`src/rtl/cosim_reset_sequencer.sv`:
```
// Turns one async reset into NUM_CHANNELS channel resets that are released in order, each
// after the previous channel acks. Then counts run cycles and raises finish at a programmable limit.
module cosim_reset_sequencer #(
  parameter int NUM_CHANNELS    = 2,
  parameter int HOLD_CYCLES     = 4,
  parameter int STAGGER_CYCLES  = 1,
  parameter int ACK_TIMEOUT     = 256,
  parameter int CYCLE_CNT_WIDTH = 64
) (
  input  logic                          clk,
  input  logic                          rst_n,
  input  logic [CYCLE_CNT_WIDTH-1:0]    cycle_limit,
  input  logic                          cycle_limit_valid,
  input  logic                          sw_reset_req,
  input  logic [NUM_CHANNELS-1:0]       chan_rst_ack,
  output logic [NUM_CHANNELS-1:0]       chan_rst,
  output logic                          ready,
  output logic                          timeout_err,
  output logic [$clog2(NUM_CHANNELS):0] err_chan,
  output logic [CYCLE_CNT_WIDTH-1:0]    cycle_count,
  output logic                          finish,
  output logic [2:0]                    state_dbg
);

  localparam int CW = $clog2(NUM_CHANNELS) + 1;
  localparam int HW = $clog2(HOLD_CYCLES + 1);
  localparam int AW = $clog2(ACK_TIMEOUT + 1);
  localparam int SW = $clog2(STAGGER_CYCLES + 1);

  localparam logic [CW-1:0] LAST_CHAN = CW'(NUM_CHANNELS - 1);
  localparam logic [HW-1:0] HOLD_LAST = HW'(HOLD_CYCLES - 1);
  localparam logic [AW-1:0] WAIT_LAST = AW'(ACK_TIMEOUT - 1);
  localparam logic [SW-1:0] STAG_LAST = SW'(STAGGER_CYCLES - 1);
  localparam logic [CYCLE_CNT_WIDTH-1:0] CNT_MAX = '1;

  // ARM is the single edge between the last ack and ready rising.
  typedef enum logic [2:0] {
    S_HOLD    = 3'd0,
    S_RELEASE = 3'd1,
    S_STAGGER = 3'd2,
    S_ARM     = 3'd3,
    S_RUN     = 3'd4,
    S_DONE    = 3'd5,
    S_ERROR   = 3'd6
  } state_t;

  state_t                      state;
  logic [CW-1:0]               chan;
  logic [HW-1:0]               hold_cnt;
  logic [AW-1:0]               wait_cnt;
  logic [SW-1:0]               stag_cnt;
  logic [CYCLE_CNT_WIDTH-1:0]  limit_q;
  logic                        limit_valid_q;
  logic                        ack_cur;
  logic [CYCLE_CNT_WIDTH-1:0]  cnt_next;

  // Handshake: chan_rst[i] falling is the request, chan_rst_ack[i] high is the response; it is
  // only sampled while RELEASE waits on channel i, so early, late or dropping acks are ignored.
  always_comb begin
    ack_cur = 1'b0;
    for (int j = 0; j < NUM_CHANNELS; j++) begin
      if (chan == CW'(j)) ack_cur = chan_rst_ack[j];
    end
  end

  assign cnt_next  = cycle_count + CYCLE_CNT_WIDTH'(1);
  assign state_dbg = state;

  // Reset vector with channels [idx..N-1] held and channels below idx released.
  function automatic logic [NUM_CHANNELS-1:0] rst_from(input logic [CW-1:0] idx);
    logic [NUM_CHANNELS-1:0] m;
    for (int j = 0; j < NUM_CHANNELS; j++) m[j] = (CW'(j) >= idx);
    return m;
  endfunction

  always_ff @(posedge clk or negedge rst_n) begin
    if (!rst_n) begin
      state         <= S_HOLD;
      chan          <= '0;
      hold_cnt      <= '0;
      wait_cnt      <= '0;
      stag_cnt      <= '0;
      limit_q       <= '0;
      limit_valid_q <= 1'b0;
      chan_rst      <= '1;
      ready         <= 1'b0;
      timeout_err   <= 1'b0;
      err_chan      <= '0;
      cycle_count   <= '0;
      finish        <= 1'b0;
    end else if (sw_reset_req) begin
      state         <= S_HOLD;
      chan          <= '0;
      hold_cnt      <= '0;
      wait_cnt      <= '0;
      stag_cnt      <= '0;
      limit_q       <= '0;
      limit_valid_q <= 1'b0;
      chan_rst      <= '1;
      ready         <= 1'b0;
      timeout_err   <= 1'b0;
      err_chan      <= '0;
      cycle_count   <= '0;
      finish        <= 1'b0;
    end else begin
      case (state)
        S_HOLD: begin
          if (hold_cnt == HOLD_LAST) begin
            chan     <= '0;
            wait_cnt <= '0;
            chan_rst <= rst_from(CW'(1));
            state    <= S_RELEASE;
          end else begin
            hold_cnt <= hold_cnt + HW'(1);
          end
        end

        S_RELEASE: begin
          if (ack_cur) begin
            stag_cnt <= '0;
            state    <= (chan == LAST_CHAN) ? S_ARM : S_STAGGER;
          end else if (wait_cnt == WAIT_LAST) begin
            timeout_err <= 1'b1;
            err_chan    <= chan;
            chan_rst    <= rst_from(chan);
            state       <= S_ERROR;
          end else begin
            wait_cnt <= wait_cnt + AW'(1);
          end
        end

        S_STAGGER: begin
          if (stag_cnt == STAG_LAST) begin
            chan     <= chan + CW'(1);
            wait_cnt <= '0;
            chan_rst <= rst_from(chan + CW'(2));
            state    <= S_RELEASE;
          end else begin
            stag_cnt <= stag_cnt + SW'(1);
          end
        end

        S_ARM: begin
          ready         <= 1'b1;
          limit_q       <= cycle_limit;
          limit_valid_q <= cycle_limit_valid;
          cycle_count   <= '0;
          // A zero limit finishes on the same edge ready rises.
          if (cycle_limit_valid && cycle_limit == '0) begin
            finish <= 1'b1;
            state  <= S_DONE;
          end else begin
            state <= S_RUN;
          end
        end

        S_RUN: begin
          if (cycle_count != CNT_MAX) begin
            cycle_count <= cnt_next;
            if (limit_valid_q && cnt_next == limit_q) begin
              finish <= 1'b1;
              state  <= S_DONE;
            end
          end
        end

        S_DONE, S_ERROR: begin
          state <= state;
        end

        default: begin
          state <= S_HOLD;
        end
      endcase
    end
  end

endmodule

```
`config.mk`:
```
export PLATFORM = sky130hd
export DESIGN_NAME = cosim_reset_sequencer
export DESIGN_NICKNAME = d
export VERILOG_FILES = /design/src/rtl/cosim_reset_sequencer.sv
export SDC_FILE = /design/constraint.sdc
export NUM_CORES = 1
export LEC_CHECK = 0
export BUFFER_PORTS_ARGS = -buffer_cell sky130_fd_sc_hd__clkbuf_2
export CORE_MARGIN = 2
export CORE_UTILIZATION = 55
export CTS_CLUSTER_DIAMETER = 150
export DETAILED_ROUTE_END_ITERATION = 16
export GPL_TIMING_DRIVEN = 0
export PLACE_DENSITY = 0.89
export RECOVER_POWER = 25
export SLEW_MARGIN = 20
export SYNTH_ARGS = -nofsm -noshare
export SYNTH_HDL_FRONTEND = slang
export SYNTH_SLANG_ARGS = --single-unit
```
`constraint.sdc`:
```
create_clock -name clk -period 11.75 [get_ports clk]
set_clock_uncertainty 0.1 [all_clocks]
set_input_delay 0.5875 -clock clk [delete_from_list [all_inputs] [get_ports clk]]
set_output_delay 0.5875 -clock clk [all_outputs]
set_load 0.01 [all_outputs]
```
==> metrics.txt <==
IO buf count 142; Tot Pwr about 1.6 mW; clock root buffer clkbuf_16; number of placed I/O pins 144; CP Launch Type flip-flop; yosys warns 0; Post-DP HPWL 30870 µm; asr flop ratio synth 1.000; Placement Cell Area 0.01078 mm²; flop2flop setup slack between 6000 and 7000 ps; Met3 Wirelength around 5200 µm; DR WL met2 ~17000 µm; Top Family by Delay on Critical Path simple AND/OR/NAND/NOR gates; Synth Cell Area 0.009727 mm²; Synth Register Bits approximately 150; failing checks capacitance limit, slew limit; cell count after synthesis 1126; Initial Utilization 0.5624; Critical path origin cycle_count[0]; Post-synth EDFFs 0; core box area 0.01730 mm²; WS Path Type reg2reg; max cap viols 1; hold endpoint limit_valid_q; Site Rows 48; worst-path cell chain ha_1 > nand3_2 > or4_1 > buf_2 > nor4_1 > and3_1 > nand3_1 > nand2_1 > clkbuf_1 > o21ai_0 > nand2_1 > o21ai_0; Hold-fix buffers, CTS 0; hold_sp cycle_limit_valid; H-Tree Depth 4; n_diodes 0; worst vdd ir 0.1431 mV; Die Wd 137.0 µm; GPL Wtd Cong a little over 1; top_reg_cell synth dfrtp_1; Pwr per Cell Area 142.7 mW/mm²; clock latency on the worst-skew pair roughly 450 ps; Via density approximately 6.9; status finished, violations left; NumNets Final 1367; drt total wl approximately 40000 µm; GRT Resource Usage Total 0.4376; worst reg2reg path endpoint cycle_count[56]; Final Hold Vio Count 0; ratio of cells with drive above 1 in the final layout 0.1545; crit path DAT between 5000 and 6000 ps; M1 wire length about 17000 µm; Buf/Inv on CP 2; Critical Path RT 11970 ps; vias in the first global route 9579; worst slew pin tran 3295 ps; Slew Viols, Final 58; first drt pass iteration count 6; setup tns final 0 ps; remaining routing DRC violations 0; Mapped Nets 1205; CTS clk-pin slew, worst paths 70 ps; register area 0.003831 mm²; Final setup violation count 0; total congestion overflow 0; leakage power approximately 5 nW; count of cell types in the netlist between 60 and 70; fillers 1421; final worst-path cycle share 0.4262; multi-input logic area 0.005544 mm²; die height approximately 140 µm; CTS Buf Count 17; cell area after layout 0.01135 mm²; fmax 199.7 MHz; Worst Hold Class in2reg; max incr delay on CP 760 ps; CTS max path bufs 2; Seq/Total Area, Yosys 0.3939; RSZ-0062 raised after global routing false; initial DRC count 1510; crit-path max FO 10; Worst path slowest cell clkbuf_1; Synth-to-Final Area Change 16.67%; worst-case headroom to the max-slew limit -1.197; die area 0.01876 mm²; via count ~11k; post-CTS resize count 0; initial antenna violation count 0; WL per Instance 26.55 µm; Post-CTS Setup Repair Bufs 0; syn_area_per_cell 8.638 µm²; R2R Path Start cycle_count[0]; Routed Antenna Nets 0; CTS tree yes; CP endpoint kind flip-flop; largest net degree at the start of global routing 97; Clock Sink Count 153; first-pass GRT wire length 59560 µm; hold path depth 2; worst reg-to-reg path cell count 12; crit path time final 5008 ps; Top Layer Used met4
==> power by group <==
part | switching, mW | total, mW | internal (mW)
Combinational | 0.286 | 0.445 | 0.159
Sequential | 0.0522 | 0.623 | 0.570
Clock | 0.269 | 0.552 | 0.283
Total | 0.607 | 1.62 | 1.01
==> Yosys cell counts (6+ instances only) <==
| library cell | instances | share of area |
|---|---|---|
| nor2_1 | 58 | 0.022 |
| o41ai_1 | 7 | 0.0063 |
| o31ai_1 | 31 | 0.024 |
| dfrtp_1 | 151 | 0.39 |
| inv_1 | 18 | 0.0069 |
| or3_1 | 16 | 0.010 |
| a31oi_1 | 6 | 0.0039 |
| a22o_1 | 67 | 0.060 |
| or4_1 | 11 | 0.0085 |
| nor3_1 | 26 | 0.013 |
| xor2_1 | 45 | 0.041 |
| nand3_1 | 50 | 0.026 |
| nand2_1 | 135 | 0.052 |
| xnor2_1 | 60 | 0.054 |
| buf_2 | 8 | 0.0041 |
| a21oi_1 | 30 | 0.015 |
| nand2b_1 | 6 | 0.0039 |
| and2_1 | 14 | 0.0090 |
| and3_1 | 21 | 0.014 |
| and4_1 | 12 | 0.011 |
| ha_1 | 9 | 0.012 |
| clkbuf_1 | 64 | 0.025 |
| nand4_1 | 47 | 0.030 |
| o21ai_0 | 102 | 0.052 |
| o211ai_1 | 6 | 0.0046 |
| nor2b_1 | 6 | 0.0039 |
| a21o_1 | 6 | 0.0046 |
| nor4_1 | 47 | 0.030 |
==> sequential cells by signal, indices dropped and copies added, names as in the netlist <==
register	flops
chan	2
chan_rst	2
cycle_count	64
err_chan	2
finish	1
hold_cnt	3
limit_q	64
limit_valid_q	1
ready	1
state_dbg	3
timeout_err	1
wait_cnt	9
==> worst max-delay path by stage <==
| stage | to | slack [ps] | cells past startpoint |
|---|---|---|---|
| after CTS | cycle_count[56] | 7070 | 12 |
| after floorplan | finish | 7790 | 12 |
| after global placement | cycle_count[17] | 7020 | 11 |
| after global routing | cycle_count[56] | 6740 | 12 |
| after detailed placement | cycle_count[56] | 7090 | 12 |
| final | cycle_count[56] | 6740 | 12 |
==> cell type report <==
type	count	area share
Timing Repair Buffer	143	0.06494
Clock inverter	15	0.01334
Buffer	78	0.02734
Sequential cell	153	0.3376
Inverter	18	0.005954
Multi-Input combinational cell	877	0.4885
Clock buffer	17	0.03749
Tap cell	225	0.02481
==> cells in the final DEF, fill, tap and decap left out, types with 47 or more instances in the layout <==
cell / count
dfrtp_1: 151
clkbuf_2: 141
nand2_1: 135
o21ai_0: 102
a22o_1: 67
clkbuf_1: 65
xnor2_1: 60
nor2_1: 58
nand3_1: 50
nand4_1: 47
==> per-layer routing <==
metal  vias to the layer above  GRT usage
met5                         -          0
met3                       128     0.1078
met2                       820     0.6277
met4                         0     0.1690
li1                       4535          -
met1                      5100     0.6338
==> worst reg2reg max path: cells and delay by family, from the launching register on <==
kind / cells / cell delay, ps
buffers and inverters: 2 / 950
DFF: 1 / 510
AOI/OAI and AO/OA: 2 / 340
adders and majority gates: 1 / 350
and+or+nand+nor: 7 / 2640
==> logic make-up (layout without fill, tap and decap cells) <==
kind of cell             count (synthesis)  after routing  synth area share
AO/OA/AOI/OAI                          288            288            0.1995
XOR/XNOR                               105            105           0.09455
adder cells (fa/ha/maj)                  9              9           0.01158
buffers and inverters                   96            271           0.03885
flip-flops                             153            153            0.3939
multiplexers                             2              2          0.002187
AND/OR/NAND/NOR                        473            473            0.2595
==> per-stage QoR <==
stage / util / setup slack, ps / std cells / hold WS [ps]
floorplan: - / 7795 / 1126 / 191.9
CTS: 0.6567 / 7074 / 1526 / 27.63
finish: 0.6561 / 6742 / 1526 / 279.2
global placement: 0.6197 / 7025 / 1493 / 371.4
detailed placement: 0.6233 / 7087 / 1494 / 387.7
global route: 0.6561 / 6743 / 1526 / 289.8
No activity file was read; power rests on OpenSTA's default activity.
